## src/rtl/gfx_dma_queue_pkg.sv

```systemverilog
// ============================================================================
// gfx_dma_queue_pkg : shared types, CPU address map and DMA register indices
// Revision: 1.0
// ============================================================================
`default_nettype none

package gfx_dma_queue_pkg;

    localparam int unsigned DESC_W = 64;

    localparam logic [2:0] DMA_REG_FIRST = 3'h0;
    localparam logic [2:0] DMA_REG_STATE = 3'h7;

    localparam logic [3:0] CPU_ADDR_COMMIT  = 4'h8;
    localparam logic [3:0] CPU_ADDR_CLR_ERR = 4'h9;
    localparam logic [3:0] CPU_ADDR_FLUSH   = 4'hA;

    typedef enum logic [2:0] {
        S_IDLE       = 3'd0,
        S_REQ        = 3'd1,
        S_WRITE      = 3'd2,
        S_WAIT_START = 3'd3,
        S_WAIT_DONE  = 3'd4
    } seq_state_e;

    function automatic logic [2:0] sat_count3(input logic [7:0] cnt);
        return (cnt > 8'd7) ? 3'd7 : cnt[2:0];
    endfunction

endpackage

`default_nettype wire

```

## src/rtl/gfx_dma_queue_if.sv

```systemverilog
// ============================================================================
// gfx_dma_queue_if : bus request/grant and GfxDma control port
// Revision: 1.0
// ============================================================================
`default_nettype none

interface gfx_dma_queue_if;
    logic       bus_req;
    logic       bus_gnt;
    logic       dma_ce_b;
    logic       dma_we_b;
    logic [2:0] dma_addr;
    logic [7:0] dma_data;
    logic       dma_active;

    modport master (
        output bus_req, dma_ce_b, dma_we_b, dma_addr, dma_data,
        input  bus_gnt, dma_active
    );

    modport slave (
        input  bus_req, dma_ce_b, dma_we_b, dma_addr, dma_data,
        output bus_gnt, dma_active
    );
endinterface

`default_nettype wire

```

## src/rtl/gfx_dma_desc_fifo.sv

```systemverilog
// ============================================================================
// gfx_dma_desc_fifo : synchronous descriptor FIFO with push/pop/flush
// Revision: 1.0
// ============================================================================
`default_nettype none

module gfx_dma_desc_fifo #(
    parameter int unsigned DEPTH_LOG2 = 2,
    parameter int unsigned WIDTH      = 64
) (
    input  logic                  i_clk,
    input  logic                  i_rst,
    input  logic                  i_push,
    input  logic [WIDTH-1:0]      i_push_data,
    input  logic                  i_pop,
    input  logic                  i_flush,
    input  logic                  i_flush_keep_head,
    output logic [WIDTH-1:0]      o_head,
    output logic                  o_full,
    output logic                  o_empty,
    output logic [DEPTH_LOG2:0]   o_count
);
    localparam int unsigned DEPTH = 1 << DEPTH_LOG2;
    localparam int unsigned CNT_W = DEPTH_LOG2 + 1;

    logic [WIDTH-1:0]      mem_q [DEPTH];
    logic [DEPTH_LOG2-1:0] wr_ptr_q, wr_ptr_d;
    logic [DEPTH_LOG2-1:0] rd_ptr_q, rd_ptr_d;
    logic [CNT_W-1:0]      count_q, count_d;
    logic                  w_push_ok;
    logic                  w_pop_ok;
    logic                  w_keep;

    assign o_full    = (count_q == CNT_W'(DEPTH));
    assign o_empty   = (count_q == '0);
    assign o_count   = count_q;
    assign o_head    = mem_q[rd_ptr_q];
    assign w_push_ok = i_push && !o_full && !i_flush;
    assign w_pop_ok  = i_pop && !o_empty;
    assign w_keep    = i_flush_keep_head && !w_pop_ok && !o_empty;

    // A flush that keeps the head leaves exactly the entry being programmed.
    always_comb begin
        rd_ptr_d = rd_ptr_q + DEPTH_LOG2'(w_pop_ok);
        wr_ptr_d = wr_ptr_q + DEPTH_LOG2'(w_push_ok);
        count_d  = count_q + CNT_W'(w_push_ok) - CNT_W'(w_pop_ok);
        if (i_flush) begin
            wr_ptr_d = rd_ptr_d + DEPTH_LOG2'(w_keep);
            count_d  = CNT_W'(w_keep);
        end
    end

    always_ff @(posedge i_clk) begin
        if (i_rst) begin
            wr_ptr_q <= '0;
            rd_ptr_q <= '0;
            count_q  <= '0;
        end else begin
            wr_ptr_q <= wr_ptr_d;
            rd_ptr_q <= rd_ptr_d;
            count_q  <= count_d;
        end
    end

    always_ff @(posedge i_clk) begin
        if (w_push_ok) begin
            mem_q[wr_ptr_q] <= i_push_data;
        end
    end
endmodule

`default_nettype wire

```

## src/rtl/gfx_dma_queue.sv

```systemverilog
// ============================================================================
// gfx_dma_queue : CPU descriptor staging, command FIFO and GfxDma sequencer
// Revision: 1.0
// ============================================================================
`default_nettype none

module gfx_dma_queue
    import gfx_dma_queue_pkg::*;
#(
    parameter int unsigned DEPTH_LOG2    = 2,
    parameter int unsigned START_TIMEOUT = 15
) (
    input  logic            i_clk,
    input  logic            i_rst,
    input  logic            i_cpu_wr,
    input  logic [3:0]      i_cpu_addr,
    input  logic [7:0]      i_cpu_data,
    output logic [7:0]      o_status,
    output logic            o_irq,
    gfx_dma_queue_if.master dma_bus
);
    localparam int unsigned CNT_W = DEPTH_LOG2 + 1;

    logic [7:0]        stage_q [8];
    logic [DESC_W-1:0] w_stage_word;
    logic [DESC_W-1:0] w_head;
    logic              w_full, w_empty, w_pop, w_keep, w_set_tmo;
    logic [CNT_W-1:0]  w_count;
    logic              w_stage_wr, w_commit, w_clr_err, w_flush;
    logic [2:0]        w_next_idx, w_sel;
    logic [7:0]        w_head_byte;

    seq_state_e        state_q, state_d;
    logic [2:0]        idx_q, idx_d;
    logic [3:0]        timer_q, timer_d;
    logic              bus_req_q, bus_req_d;
    logic              ce_b_q, ce_b_d, we_b_q, we_b_d;
    logic [2:0]        addr_q, addr_d;
    logic [7:0]        data_q, data_d;
    logic              irq_q, irq_d;
    logic              err_ovf_q, err_tmo_q;

    assign w_stage_wr = i_cpu_wr && !i_cpu_addr[3];
    assign w_commit   = i_cpu_wr && (i_cpu_addr == CPU_ADDR_COMMIT);
    assign w_clr_err  = i_cpu_wr && (i_cpu_addr == CPU_ADDR_CLR_ERR);
    assign w_flush    = i_cpu_wr && (i_cpu_addr == CPU_ADDR_FLUSH);

    always_ff @(posedge i_clk) begin
        if (i_rst) begin
            for (int i = 0; i < 8; i++) stage_q[i] <= '0;
        end else if (w_stage_wr) begin
            stage_q[i_cpu_addr[2:0]] <= i_cpu_data;
        end
    end

    always_comb begin
        w_stage_word = '0;
        for (int i = 0; i < 8; i++) w_stage_word[8*i +: 8] = stage_q[i];
    end

    // The head stays in the FIFO while it is being programmed, so a flush
    // in REQ/WRITE must spare it.
    assign w_keep = ((state_q == S_REQ) || (state_q == S_WRITE)) && !w_pop;

    gfx_dma_desc_fifo #(
        .DEPTH_LOG2 (DEPTH_LOG2),
        .WIDTH      (DESC_W)
    ) u_fifo (
        .i_clk             (i_clk),
        .i_rst             (i_rst),
        .i_push            (w_commit),
        .i_push_data       (w_stage_word),
        .i_pop             (w_pop),
        .i_flush           (w_flush),
        .i_flush_keep_head (w_keep),
        .o_head            (w_head),
        .o_full            (w_full),
        .o_empty           (w_empty),
        .o_count           (w_count)
    );

    assign w_next_idx  = idx_q + 3'd1;
    assign w_sel       = (state_q == S_WRITE) ? w_next_idx : DMA_REG_FIRST;
    assign w_head_byte = w_head[{w_sel, 3'b000} +: 8];

    always_comb begin
        state_d   = state_q;
        idx_d     = idx_q;
        timer_d   = timer_q;
        bus_req_d = bus_req_q;
        ce_b_d    = 1'b1;
        we_b_d    = 1'b1;
        addr_d    = addr_q;
        data_d    = data_q;
        irq_d     = 1'b0;
        w_pop     = 1'b0;
        w_set_tmo = 1'b0;
        case (state_q)
            S_IDLE: begin
                if ((!w_empty || w_commit) && !w_flush && !dma_bus.dma_active) begin
                    state_d   = S_REQ;
                    bus_req_d = 1'b1;
                end
            end
            S_REQ: begin
                if (dma_bus.bus_gnt) begin
                    state_d = S_WRITE;
                    idx_d   = DMA_REG_FIRST;
                    ce_b_d  = 1'b0;
                    we_b_d  = 1'b0;
                    addr_d  = DMA_REG_FIRST;
                    data_d  = w_head_byte;
                end
            end
            S_WRITE: begin
                if (idx_q == DMA_REG_STATE) begin
                    state_d   = S_WAIT_START;
                    bus_req_d = 1'b0;
                    w_pop     = 1'b1;
                    timer_d   = '0;
                end else begin
                    idx_d  = w_next_idx;
                    ce_b_d = 1'b0;
                    we_b_d = 1'b0;
                    addr_d = w_next_idx;
                    data_d = w_head_byte;
                end
            end
            S_WAIT_START: begin
                if (dma_bus.dma_active) begin
                    state_d = S_WAIT_DONE;
                end else if (timer_q == 4'(START_TIMEOUT - 1)) begin
                    state_d   = S_IDLE;
                    w_set_tmo = 1'b1;
                end else begin
                    timer_d = timer_q + 4'd1;
                end
            end
            S_WAIT_DONE: begin
                if (!dma_bus.dma_active) begin
                    state_d = S_IDLE;
                    irq_d   = w_empty && !w_commit;
                end
            end
            default: state_d = S_IDLE;
        endcase
    end

    always_ff @(posedge i_clk) begin
        if (i_rst) begin
            state_q   <= S_IDLE;
            idx_q     <= '0;
            timer_q   <= '0;
            bus_req_q <= 1'b0;
            ce_b_q    <= 1'b1;
            we_b_q    <= 1'b1;
            addr_q    <= '0;
            data_q    <= '0;
            irq_q     <= 1'b0;
        end else begin
            state_q   <= state_d;
            idx_q     <= idx_d;
            timer_q   <= timer_d;
            bus_req_q <= bus_req_d;
            ce_b_q    <= ce_b_d;
            we_b_q    <= we_b_d;
            addr_q    <= addr_d;
            data_q    <= data_d;
            irq_q     <= irq_d;
        end
    end

    // Setting an error wins over a clear landing in the same cycle.
    always_ff @(posedge i_clk) begin
        if (i_rst) begin
            err_ovf_q <= 1'b0;
            err_tmo_q <= 1'b0;
        end else begin
            if (w_clr_err) begin
                err_ovf_q <= 1'b0;
                err_tmo_q <= 1'b0;
            end
            if (w_commit && w_full) err_ovf_q <= 1'b1;
            if (w_set_tmo)          err_tmo_q <= 1'b1;
        end
    end

    assign o_status = {err_ovf_q, err_tmo_q, (state_q != S_IDLE), w_full, w_empty,
                       sat_count3(8'(w_count))};
    assign o_irq    = irq_q;

    assign dma_bus.bus_req  = bus_req_q;
    assign dma_bus.dma_ce_b = ce_b_q;
    assign dma_bus.dma_we_b = we_b_q;
    assign dma_bus.dma_addr = addr_q;
    assign dma_bus.dma_data = data_q;
endmodule

`default_nettype wire

```

## src/flat_wrapper.sv

```systemverilog
// flat-port wrapper written by rule: the top's interface ports become plain ports
module gfx_dma_queue_flat import gfx_dma_queue_pkg::*;
#(
    parameter int unsigned DEPTH_LOG2    = 2,
    parameter int unsigned START_TIMEOUT = 15
)
  (i_clk, i_rst, i_cpu_wr, i_cpu_addr, i_cpu_data, o_status, o_irq, dma_bus_bus_req, dma_bus_dma_ce_b, dma_bus_dma_we_b, dma_bus_dma_addr, dma_bus_dma_data, dma_bus_bus_gnt, dma_bus_dma_active);
  gfx_dma_queue_if dma_bus_i ();
  input  logic i_clk;
  input  logic i_rst;
  input  logic i_cpu_wr;
  input  logic [3:0] i_cpu_addr;
  input  logic [7:0] i_cpu_data;
  output logic [7:0] o_status;
  output logic o_irq;
  output wire logic [$bits(dma_bus_i.bus_req)-1:0] dma_bus_bus_req;
  output wire logic [$bits(dma_bus_i.dma_ce_b)-1:0] dma_bus_dma_ce_b;
  output wire logic [$bits(dma_bus_i.dma_we_b)-1:0] dma_bus_dma_we_b;
  output wire logic [$bits(dma_bus_i.dma_addr)-1:0] dma_bus_dma_addr;
  output wire logic [$bits(dma_bus_i.dma_data)-1:0] dma_bus_dma_data;
  input wire logic [$bits(dma_bus_i.bus_gnt)-1:0] dma_bus_bus_gnt;
  input wire logic [$bits(dma_bus_i.dma_active)-1:0] dma_bus_dma_active;
  assign dma_bus_bus_req = dma_bus_i.bus_req;
  assign dma_bus_dma_ce_b = dma_bus_i.dma_ce_b;
  assign dma_bus_dma_we_b = dma_bus_i.dma_we_b;
  assign dma_bus_dma_addr = dma_bus_i.dma_addr;
  assign dma_bus_dma_data = dma_bus_i.dma_data;
  assign dma_bus_i.bus_gnt = dma_bus_bus_gnt;
  assign dma_bus_i.dma_active = dma_bus_dma_active;
  gfx_dma_queue #(.DEPTH_LOG2(DEPTH_LOG2), .START_TIMEOUT(START_TIMEOUT)) u_core (.i_clk(i_clk), .i_rst(i_rst), .i_cpu_wr(i_cpu_wr), .i_cpu_addr(i_cpu_addr), .i_cpu_data(i_cpu_data), .o_status(o_status), .o_irq(o_irq), .dma_bus(dma_bus_i));
endmodule
```

## config.mk

```make
export PLATFORM = sky130hd
export DESIGN_NAME = gfx_dma_queue_flat
export DESIGN_NICKNAME = d
export VERILOG_FILES = /design/src/rtl/gfx_dma_queue_pkg.sv /design/src/rtl/gfx_dma_queue_if.sv /design/src/rtl/gfx_dma_desc_fifo.sv /design/src/rtl/gfx_dma_queue.sv /design/src/flat_wrapper.sv
export SDC_FILE = /design/constraint.sdc
export NUM_CORES = 1
export LEC_CHECK = 0
export CAP_MARGIN = 20
export CORE_MARGIN = 8
export CORE_UTILIZATION = 50
export CTS_CLUSTER_SIZE = 20
export DETAILED_ROUTE_END_ITERATION = 6
export PLACE_DENSITY = 0.68
export SLEW_MARGIN = 20
export SYNTH_ARGS = -nofsm -noshare
export SYNTH_HDL_FRONTEND = slang
export SYNTH_SLANG_ARGS = --single-unit
```

## constraint.sdc

```tcl
create_clock -name i_clk -period 10.9 [get_ports i_clk]
set_clock_uncertainty 0.1 [all_clocks]
set_input_delay 1.635 -clock i_clk [delete_from_list [all_inputs] [get_ports i_clk]]
set_output_delay 1.635 -clock i_clk [all_outputs]
set_load 0.05 [all_outputs]
```

==> results of run 1 <==
[layout make-up]
type | instances | area [µm²] | share of cell area (%)
Tap cell | 341 | 427 | 2.73
Timing Repair Buffer | 50 | 473 | 3.03
Multi-Input combinational cell | 333 | 3270 | 21.0
Clock buffer | 46 | 1000 | 6.42
Inverter | 13 | 48.8 | 0.313
Sequential cell | 350 | 10200 | 65.5
Clock inverter | 20 | 168 | 1.07
[cells in the final DEF, fill, tap and decap left out, types with 11 or more instances in the layout]
cell type,instances
edfxtp_1,320
and2_1,65
mux4_2,64
clkdlybuf4s50_1,39
clkbuf_16,38
dfxtp_1,28
nor2_1,26
nand2_1,21
nand3_1,17
inv_1,13
o21ai_0,11
buf_4,11
[cell families after synthesis]
group / Yosys count / share of synthesized area (%)
multiplexers: 77 / 11.6
flip-flops: 350 / 74.6
XOR/XNOR: 7 / 0.448
AND/OR/NAND/NOR: 183 / 7.76
adder cells (fa/ha/maj): 10 / 0.969
AO/OA/AOI/OAI: 56 / 2.92
buffers and inverters: 47 / 1.71
[stage by stage]
| stage | setup slack [ps] | hold slack, ps |
|---|---|---|
| floorplan | 3300 | 359 |
| global placement | 6000 | 366 |
| detailed placement | 5940 | 383 |
| CTS | 6450 | 376 |
| global route | 6290 | 399 |
| finish | 6490 | 381 |
[per-layer routing]
| metal | part of all wire, % | up-vias |
|---|---|---|
| li1 | - | 3018 |
| met1 | 42 | 3535 |
| met2 | 48 | 287 |
| met3 | 7.7 | 53 |
| met4 | 2.3 | 0 |
| met5 | 0 | - |
[worst reg2reg max path, cell delays in order, from the launching register on]
cell and delay, ps:
dfxtp_1 440, nor3b_1 120, or3_1 460, inv_1 130
nand2_1 100, nor2_4 700, buf_4 640
[power by group through the flow]
| stage | Combinational (mW) | Sequential, mW | Clock [mW] |
|---|---|---|---|
| after floorplan | 0.0265 | 1.53 | 0 |
| after global placement | 0.0601 | 1.53 | 0 |
| after detailed placement | 0.0610 | 1.53 | 0 |
| after CTS | 0.0612 | 1.50 | 1.21 |
| after global routing | 0.0646 | 1.51 | 1.26 |
| final | 0.0609 | 1.51 | 1.19 |
[path summary, 6_finish.rpt]
path	from	endpoint	cells past startpoint
hold reg to reg	u_core.stage_q[2][7]	u_core.u_fifo.mem_q[0][23]	0
setup / recovery	i_cpu_addr[1]	u_core.u_fifo.mem_q[2][31]	7
hold / removal	u_core.stage_q[2][7]	u_core.u_fifo.mem_q[0][23]	0
setup reg to reg	u_core.u_fifo.o_count[1]	u_core.u_fifo.mem_q[2][31]	6
[sequential cells by signal (all words and copies together), names as in the netlist]
register,count
u_core.dma_bus.dma_ce_b,1
u_core.dma_bus.dma_data,8
u_core.idx_q,3
u_core.u_fifo.rd_ptr_q,2
u_core.stage_q,64
u_core.u_fifo.mem_q,256
u_core.err_tmo_q,1
u_core.state_q,3
u_core.timer_q,4
u_core.u_fifo.o_count,3
u_core.o_irq,1
u_core.dma_bus.bus_req,1
u_core.err_ovf_q,1
u_core.u_fifo.wr_ptr_q,2
==> flow_summary.ini, run 1 <==
[status]
outcome = finished clean

[route]
vias_per_cell = 5.98
drt_iter0_drc = 856
drc = 0
wirelength_um = 28500
wl_per_cell_um = 24.7
drtAntennaViolNets = 0
vias = 6893
firstDrtPassIters = 7

[critical_path]
slowest_delay_ps = 700
crit_path_start_kind = input port
ff2ff_setup_slack_ps = 7820
worstPathMaxFanout = 39
crit_family = simple AND/OR/NAND/NOR gates
arrival_ps = 4450
crit_chain = clkdlybuf4s50_1 -> nand4bb_1 -> or3_1 -> inv_1 -> nand2_1 -> nor2_4 -> buf_4
cp_slowest_cell = nor2_4
worst-path-buf-inv = 3
path_class = in -> reg
critical_path.endpoint_type = register
worstPathRequired_ps = 10940

[global_routing]
overflow = 0
grt_pass1_wl_um = 43300
grt_max_degree = 52
grt_util_met2_pct = 28.3
grt_pass1_vias = 7034
grtUsageMet3_pct = 3.27
grt_usage_pct = 17.4
grt_antenna_before_repair = 1
grt-busiest-layer = met2
grtUsageMet1_pct = 23.8

[cts]
cts_tree = done
clock-sinks = 350
clkTransAtPathRegs_ps = 60
clockRootBuffer = clkbuf_16
cts_buffer_depth = 3
worstSkewPairLatency_ps = 520
postCtsHoldBufs = 0
cts_buffers = 36
cts_setup_buffers = 0
h-tree-depth = 2
post_cts_resized = 0

[synth]
ys.flop_type = edfxtp_1
synth_nets = 757
netlist.top_cell.by_area = edfxtp_1
synth_top_cells_by_count = edfxtp_1, and2_1, mux4_2, dfxtp_1, nor2_1
ys_types = 53
synth_edf_count = 320
syn_inst = 730
syn_avg_cell_area_um2 = 18.7
synth_most_common_cell = edfxtp_1
synth_area_um2 = 13700
synth_warnings = 0
ys_async_sr_fraction_pct = 0
synth-seq-cells = 350
seq_area_frac_synth_pct = 74.6
synth_top_area_share_pct = 70.2
synth_area_leaders = edfxtp_1, mux4_2, dfxtp_1

[placed_design]
port-buffer-count = 39
place_area_um2 = 14400
gp_congestion = 0.823
place.detailed.hpwl_um = 17700
place_inst = 1087

[pwr]
p_int_mw = 2.21
seqPwrFrac_pct = 54.6
irDropWorstVdd_uv = 104
power_mw = 2.76
power_density_nw_per_um2 = 177
pwr-share-clk_pct = 43.2
leakage_nw = 4.98
power_frac_comb_pct = 2.2
switchingPower_uw = 549
netSwitchingFraction_pct = 19.9

[floorplan]
start_util_pct = 50.9
core_um2 = 26900
die_area_um2 = 32900
rows = 60
die_width_um = 181
ioPinCount = 40
dieHeight_um = 181

[timing]
fin_crit_ps = 4410
fmax_mhz = 227
hold_viol = 0
finalSetupTns_ps = 0
finalCritPeriodShare_pct = 40.5
slew_viol_final = 0
max_slew_margin_pct = 22.9
setup_viol = 0
rsz0062_at_grt = false
worst_slew_pin_slew_ps = 1150

[cells_and_area]
utilization_pct = 58.1
fillers = 1964
syn2layout_area_growth_pct = 14.0
fin_cells = 1153
drive_above_1_share_pct = 20.0
nets = 811
num_antenna_cells = 0
design_area_um2 = 15600

[job]
cap_viol_max_count = 0

[min_path]
min_path_type = reg -> reg
No activity file was read; power rests on OpenSTA's default activity.
==> run 2, diff against run 1 <==
clock period = 4.3 ns   (was 10.9 ns; I/O delays follow)
==> run 2 against run 1 <==
Non-clock buffer count increased by 4. Critical path depth down 5. Hold slack improved by 6.0 ps. Sequential power grew to 2.5 times the previous value. Sequential share of layout area decreased by 0.25 points. Clock power rose by 150%.
==> flow_summary.ini, run 2 (synthesis gave the netlist of run 1 again) <==
[cells_and_area]
syn2layout_area_growth_pct = 14.5
nets = 814
drive_above_1_share_pct = 19.5
num_antenna_cells = 0
final_common_cell = edfxtp_1
most-common-layout-cells = edfxtp_1, and2_1, mux4_2
largest_reg_flops = 256
largest-register = u_core.u_fifo.mem_q

[floorplan]
ioPinCount = 40
rows = 60
die_width_um = 181
start_util_pct = 50.9
dieHeight_um = 181
die_area_um2 = 32900
core_um2 = 26900

[cts]
clkTransAtPathRegs_ps = 70
cts_buffer_depth = 3
worstSkewPairLatency_ps = 500
postCtsHoldBufs = 0
h-tree-depth = 2
clock-sinks = 350
post_cts_resized = 0
clockRootBuffer = clkbuf_16
cts_tree = done
cts_buffers = 35
cts_setup_buffers = 0

[critical_path]
slowest_delay_ps = 920
critical_path.endpoint_type = output pin
crit_chain = nor3_1 -> clkdlybuf4s50_1
path_class = reg -> out
crit_path_start_kind = register
worstPathMaxFanout = 5
arrival_ps = 2310
cp_slowest_cell = clkdlybuf4s50_1
worstPathRequired_ps = 3560

[timing]
fin_crit_ps = 3050
worst_slew_pin_slew_ps = 722
holdWs_ps = 387
finalSetupTns_ps = 0
setup_viol = 0
finalCritPeriodShare_pct = 71.0
hold_viol = 0
rsz0062_at_grt = false
slew_viol_final = 0
max_slew_margin_pct = 51.7
fmax_mhz = 327

[route]
vias_per_cell = 6.02
firstDrtPassIters = 6
vias = 6919
drc = 0
wl_per_cell_um = 24.8
wirelength_um = 28600
drt_iter0_drc = 759
drtAntennaViolNets = 0

[global_routing]
overflow = 0
grt_util_met2_pct = 29.0
grt_max_degree = 65
grt_pass1_vias = 7308
grt_pass1_wl_um = 43600
grt_antenna_before_repair = 2
grt-busiest-layer = met2
grtUsageMet3_pct = 4.29
grtUsageMet1_pct = 22.3
grt_usage_pct = 17.5

[pwr]
leakage_nw = 4.99
power_density_nw_per_um2 = 443
irDropWorstVdd_uv = 235

[min_path]
min_path_type = reg -> reg

[placed_design]
place.detailed.hpwl_um = 17500
port-buffer-count = 39
gp_congestion = 0.783

[status]
outcome = finished clean

[job]
cap_viol_max_count = 0
## run 2: cell count changes in the layout (fill, tap and decap cells not counted), sizes merged
cell	before	now
clkinv	15	9
buf	11	15
bufinv	2	3
clkinvlp	3	0
clkbuf	46	47
## run 2: critical path, delay by kind of cell (launching register included)
family                 cells  cell delay [ps]
buffers and inverters      1              920
and+or+nand+nor            1              520
DFF                        1              360
## run 2: where the power goes
group | internal (mW) | switching, mW | total, mW | leakage [nW]
Combinational | 0.0540 | 0.104 | 0.158 | 1.28
Clock | 1.79 | 1.18 | 2.97 | 0.554
Sequential | 3.77 | 0.0486 | 3.82 | 3.16
## run 2: routing by layer
| metal | wire length, µm | share of wire (%) |
|---|---|---|
| met3 | 2140 | 7.5 |
| met1 | 11700 | 41 |
| met5 | 0 | 0 |
| met4 | 721 | 2.5 |
| met2 | 14000 | 49 |
## run 2: layout make-up
class | instances | area (µm²)
inverters | 13 | 48.8
fillers | 1943 | 11200
multi-input cells | 333 | 3280
flip-flops and latches | 350 | 10200
clock buffers | 47 | 993
clock inverters | 12 | 130
repair buffers | 54 | 566
well taps | 341 | 427
## run 2: final timing paths
check                                start                        to  slack (ps)  cells past startpoint
hold / removal             u_core.idx_q[2]           u_core.idx_q[2]         390                      2
setup reg to reg           u_core.idx_q[0]  u_core.u_fifo.o_count[2]        1400                     12
hold reg to reg            u_core.idx_q[2]           u_core.idx_q[2]         390                      2
setup / recovery  u_core.u_fifo.o_count[1]               o_status[3]        1250                      2
## run 2: per-stage QoR
stage / total power, mW / cell area, µm² / setup WS [ps] / std cells / utilization [%]
after floorplan: 3.95 / 13700 / 580 / 730 / -
after global placement: 4.03 / 14500 / 913 / 1091 / 54.1
after detailed placement: 4.04 / 14500 / 894 / 1091 / 54.1
after CTS: 7.00 / 15700 / 1260 / 1150 / 58.3
after global routing: 7.13 / 15700 / 1170 / 1150 / 58.3
final: 6.95 / 15700 / 1250 / 1150 / 58.3
